--- src/rtl/bus_reader_pkg.sv ---
// Shared constants and types for the bus reader FIFO and its sequence checker.
package bus_reader_pkg;

    localparam int unsigned BUS_W      = 4;
    localparam int unsigned FIFO_DEPTH = 8;

    typedef enum logic {
        CHK_IDLE,
        CHK_TRACK
    } chk_state_t;

endpackage

--- src/rtl/sync_fifo_mem.sv ---
// First-word-fall-through FIFO storage: pointers, occupancy, and a registered head output.
module sync_fifo_mem #(
    parameter int unsigned WIDTH = 4,
    parameter int unsigned DEPTH = 8
) (
    input  logic                       clk,
    input  logic                       rst_n,
    input  logic                       push,
    input  logic                       pop,
    input  logic [WIDTH-1:0]           wdata,
    output logic [WIDTH-1:0]           rdata,
    output logic                       vld,
    output logic [$clog2(DEPTH+1)-1:0] cnt,
    output logic                       full
);

    localparam int unsigned PW = $clog2(DEPTH);
    localparam int unsigned CW = $clog2(DEPTH+1);

    logic [WIDTH-1:0] mem [DEPTH];
    logic [PW-1:0]    wr_ptr;
    logic [PW-1:0]    rd_ptr;
    logic [PW-1:0]    wr_ptr_n;
    logic [PW-1:0]    rd_ptr_n;
    logic [CW-1:0]    cnt_n;
    logic [WIDTH-1:0] rdata_n;

    // Next head: forward the incoming word when it becomes the head on this edge.
    always_comb begin
        wr_ptr_n = wr_ptr;
        rd_ptr_n = rd_ptr;
        rdata_n  = '0;
        if (push) wr_ptr_n = wr_ptr + PW'(1);
        if (pop)  rd_ptr_n = rd_ptr + PW'(1);
        cnt_n = cnt + CW'(push) - CW'(pop);
        if (cnt_n == '0)
            rdata_n = '0;
        else if (push && (rd_ptr_n == wr_ptr))
            rdata_n = wdata;
        else
            rdata_n = mem[rd_ptr_n];
    end

    always_ff @(posedge clk) begin
        if (push) mem[wr_ptr] <= wdata;
    end

    always_ff @(posedge clk) begin
        if (!rst_n) begin
            wr_ptr <= '0;
            rd_ptr <= '0;
            cnt    <= '0;
            vld    <= 1'b0;
            full   <= 1'b0;
            rdata  <= '0;
        end else begin
            wr_ptr <= wr_ptr_n;
            rd_ptr <= rd_ptr_n;
            cnt    <= cnt_n;
            vld    <= (cnt_n != '0);
            full   <= (cnt_n == CW'(DEPTH));
            rdata  <= rdata_n;
        end
    end

endmodule

--- src/rtl/bus_reader_fifo.sv ---
// Receive side of the shared counter bus: buffers OE-qualified samples in a FIFO.
// Define BUS_SEQ_CHECK_EN to build the +1 sequence checker driving SEQ_ERR.
module bus_reader_fifo
    import bus_reader_pkg::*;
#(
    parameter int unsigned WIDTH = BUS_W,
    parameter int unsigned DEPTH = FIFO_DEPTH
) (
    input  logic                       clk,
    input  logic                       rst_n,
    input  logic                       OE,
    input  logic                       LD,
    input  logic [WIDTH-1:0]           Y,
    output logic [WIDTH-1:0]           Q,
    output logic                       VLD,
    input  logic                       RDY,
    output logic [$clog2(DEPTH+1)-1:0] CNT,
    output logic                       FULL,
    output logic                       OVF,
    output logic                       SEQ_ERR
);

    logic push;
    logic pop;

    // A full FIFO still accepts a sample when the head leaves on the same edge.
    assign pop  = VLD & RDY;
    assign push = OE & (~FULL | pop);

    sync_fifo_mem #(
        .WIDTH (WIDTH),
        .DEPTH (DEPTH)
    ) u_mem (
        .clk   (clk),
        .rst_n (rst_n),
        .push  (push),
        .pop   (pop),
        .wdata (Y),
        .rdata (Q),
        .vld   (VLD),
        .cnt   (CNT),
        .full  (FULL)
    );

    always_ff @(posedge clk) begin
        if (!rst_n)
            OVF <= 1'b0;
        else if (OE && FULL && !pop)
            OVF <= 1'b1;
    end

`ifdef BUS_SEQ_CHECK_EN
    chk_state_t       chk_state;
    logic [WIDTH-1:0] last;

    // Checks every driven sample, including ones dropped on overflow.
    always_ff @(posedge clk) begin
        if (!rst_n) begin
            chk_state <= CHK_IDLE;
            last      <= '0;
            SEQ_ERR   <= 1'b0;
        end else begin
            case (chk_state)
                CHK_IDLE: begin
                    if (OE) begin
                        last      <= Y;
                        chk_state <= CHK_TRACK;
                    end
                end
                CHK_TRACK: begin
                    if (!OE) begin
                        chk_state <= CHK_IDLE;
                    end else begin
                        if (!LD && (Y != WIDTH'(last + WIDTH'(1))))
                            SEQ_ERR <= 1'b1;
                        last <= Y;
                    end
                end
                default: chk_state <= CHK_IDLE;
            endcase
        end
    end
`else
    logic unused_ld;
    assign unused_ld = LD;
    assign SEQ_ERR   = 1'b0;
`endif

endmodule

--- config.mk ---
export PLATFORM = sky130hd
export DESIGN_NAME = bus_reader_fifo
export DESIGN_NICKNAME = d
export VERILOG_FILES = /design/src/rtl/bus_reader_pkg.sv /design/src/rtl/sync_fifo_mem.sv /design/src/rtl/bus_reader_fifo.sv
export SDC_FILE = /design/constraint.sdc
export NUM_CORES = 1
export LEC_CHECK = 0
export ABC_AREA = 0
export CAP_MARGIN = 0
export CORE_AREA = 2 2 78 87
export CTS_CLUSTER_DIAMETER = 80
export CTS_CLUSTER_SIZE = 28
export DETAILED_ROUTE_END_ITERATION = 8
export DIE_AREA = 0 0 80 89
export PLACE_DENSITY = 0.59
export SLEW_MARGIN = 40
export SYNTH_ARGS = -nofsm -noshare
export SYNTH_HDL_FRONTEND = slang
export SYNTH_SLANG_ARGS = --single-unit
--- constraint.sdc ---
create_clock -name clk -period 7.2 [get_ports clk]
set_input_delay 1.44 -clock clk [delete_from_list [all_inputs] [get_ports clk]]
set_output_delay 1.44 -clock clk [all_outputs]
set_load 0.05 [all_outputs]
==> impl_results.md <==
* Pwr dens at 391 nW/um^2
* Final Hold Viols at 0
* Layout cell share with drive strength beyond 1 at 8.23%
* Area contributors post-synth: edfxtp_1 (40%), dfxtp_1 (14%), nand2_1 (3.9%)
* Synth-to-layout area growth at 14.5%
* Syn Inst Count at 218
* CTS root buf: clkbuf_8
* Gpl congestion at 0.792
* Worst hold path type: flip-flop to flip-flop
* Run status: completed
* Static Leak at 0.946 nW
* Total routed wirelength at 4.93 mm
* Critical Path AT at 4420 ps
* Number of inserted diodes at 0
* Total Routing Usage GR at 15.1%
* Largest family of logic cells by synthesized area: compound AO/OA/AOI/OAI gates
* CTS tree: done
* Num ports at 21
* Post-synth cell types at 48
* First-pass GRT wire length at 8.03 mm
* Later-pin clock latency in the skew report at 310 ps
* Htree depth at 2
* Synth Area in XOR/XNOR at 5.47%
* CP max FO at 39
* Starting Density at 38.6%
* Mapped Nets at 233
* Mux cell area share after synthesis at 0.947%
* Clock transition at the registers of the reported paths at 90 ps
* CTS Sinks at 49
* Residual DRC count at 0
* Die width at 80 um
* Grt total ovfl at 0
* Worst setup SP type: input pin
* Crit path required time at 7400 ps
* Post-layout util at 44.2%
* Simple-gate area share of the yosys netlist at 10.6%
* Clock Skews at 4.06 ps
* Final count of pins violating max slew at 0
* # setup viols final at 0
* Top-area cell type share of the netlist area at 40.4%
* Maxcap violations at 0
* Postcts setup bufs at 0
* Syn Std Cell Area at 2380 um^2
* RSZ-0062 raised after global routing: false
* Setup CP Type: input pin to flip-flop
* Post-synthesis adder-cell area fraction at 3.47%
* FMAX at 0.237 GHz
* Slew HR at 46.3%
* Initial DRC count at 209
* Final min period at 4220 ps
* Die Y at 89 um
* Register area share after synthesis at 54.7%
* Period utilization at 58.6%
* Crit. End Element: flip-flop
* Largest net degree at the start of global routing at 40
* 1st-pass router iterations at 4
* WL per Instance at 15.8 um
* Worst setup margin at 2980 ps
* Yosys Warn Count at 0
* Worst vdd ir at 0.165 mV
* Worst slack at placement at 2640 ps
* Final ANT Viol Nets at 0
* Ys async rst share at 0%
* Via density at 5.25
* Row count at 30
* CTS max path bufs at 2
* IO Port Bufs at 18
* DP Wirelength at 3.40 mm
* Top_reg_cell synth: edfxtp_1
* TNS Setup at 0 ps
* Fill count at 584
* Worst hold slack at 488 ps
* Synth Area in Compound Gates at 18.6%
* Number of enable flip-flop cells after synthesis at 32
* Die Area at 7120 um^2
* Core Region at 6160 um^2
* Worst-Margin Slew at 805 ps
* TritonCTS Buffers at 5
* Area leader, netlist: edfxtp_1
* CTS resizes at 0
* Vias in the first global route at 1,564
* Syn avg cell area at 10.9 um^2
* Layout Nets at 245
* CTS Hold Buffers Added at 0
* Total number of vias at 1,633
* FF+latch count, synth at 49
* Initial antenna violation count at 0
worst max-delay path, cell delays in order:
cell and delay [ps]:
clkdlybuf4s50_1 520, nand2_4 280, nand2_1 170, nand2_1 190
inv_2 170, ha_1 190, inv_1 60, fa_1 370
xor2_1 200, nand3b_1 130, o21ai_1 330, a21oi_1 90
a32o_1 280
metrics by stage:
| step | power (mW) | cells | area (um^2) |
|---|---|---|---|
| 3_3_place_gp | 0.835 | 303 | 2580 |
| 4_1_cts | 1.07 | 311 | 2720 |
| 5_1_grt | 1.12 | 311 | 2720 |
| 2_1_floorplan | 0.730 | 218 | 2380 |
| 6_report | 1.06 | 311 | 2720 |
| 3_5_place_dp | 0.840 | 303 | 2580 |
sequential cells by signal (all words and copies together), names as in the netlist:
signal        cells
u_mem.cnt         4
u_mem.rdata       4
OVF               1
u_mem.rd_ptr      3
u_mem.vld         1
u_mem.mem        32
u_mem.full        1
u_mem.wr_ptr      3
layer usage:
layer | GRT usage [%] | vias to the layer above | routed length [um]
met1 | 19.9 | 775 | 2280
met4 | 5.08 | 0 | 77
met5 | 0 | - | 0
met3 | 3.84 | 7 | 200
li1 | - | 818 | -
met2 | 24.6 | 33 | 2370
cells in the final DEF, fill, tap and decap left out, types with 3 or more instances in the layout:
master / instances
a211oi_1: 8
a21oi_1: 11
a221oi_1: 6
clkbuf_8: 5
clkdlybuf4s50_1: 18
dfxtp_1: 17
edfxtp_1: 32
ha_1: 5
inv_1: 13
nand2_1: 25
nor2_1: 14
nor3_1: 4
o211ai_1: 7
o21ai_0: 11
o21ai_1: 7
o2bb2ai_1: 3
o32ai_1: 3
xnor2_1: 4
xor2_1: 4
where the power goes:
group	switching, mW	internal [mW]
Clock	0.0932	0.140
Combinational	0.277	0.168
Sequential	0.0421	0.343
Total	0.413	0.651
kinds of logic after synthesis:
family | Yosys count
AO/OA/AOI/OAI | 65
XOR/XNOR | 11
adder cells (fa/ha/maj) | 6
buffers and inverters | 29
flip-flops | 49
multiplexers | 1
other | 1
AND/OR/NAND/NOR | 56
cell type report:
type	instances	area, um^2	share of cell area, %
clock inverters	3	68.8	2.53
multi-input cells	140	940	34.5
clock buffers	5	68.8	2.53
inverters	16	62.6	2.30
repair buffers	18	180	6.62
flip-flops and latches	49	1300	47.8
well taps	80	100	3.68
synthesized netlist by cell type, types with 2 or more instances:
master / n
edfxtp_1: 32
nor2_1: 14
a211o_1: 2
dfxtp_1: 17
and2_1: 2
nand3_1: 2
a211oi_1: 8
o21ai_1: 7
xor2_1: 4
ha_1: 5
a21oi_1: 11
nor3_1: 4
buf_6: 2
o21ai_0: 11
a221oi_1: 6
nand2_1: 25
inv_1: 13
clkbuf_1: 4
nand2b_1: 2
o211ai_1: 7
buf_4: 3
xnor2_1: 4
o2bb2ai_1: 3
buf_2: 4
o32ai_1: 3
worst paths after layout:
kind	startpoint	end	slack [ps]	depth (start not counted)
hold reg to reg	OVF	OVF	490	2
setup / recovery	RDY	u_mem.rdata[3]	2980	13
hold / removal	OVF	OVF	490	2
setup reg to reg	u_mem.vld	u_mem.rdata[3]	4230	12
Note: power is estimated with default switching activity, not from simulation.
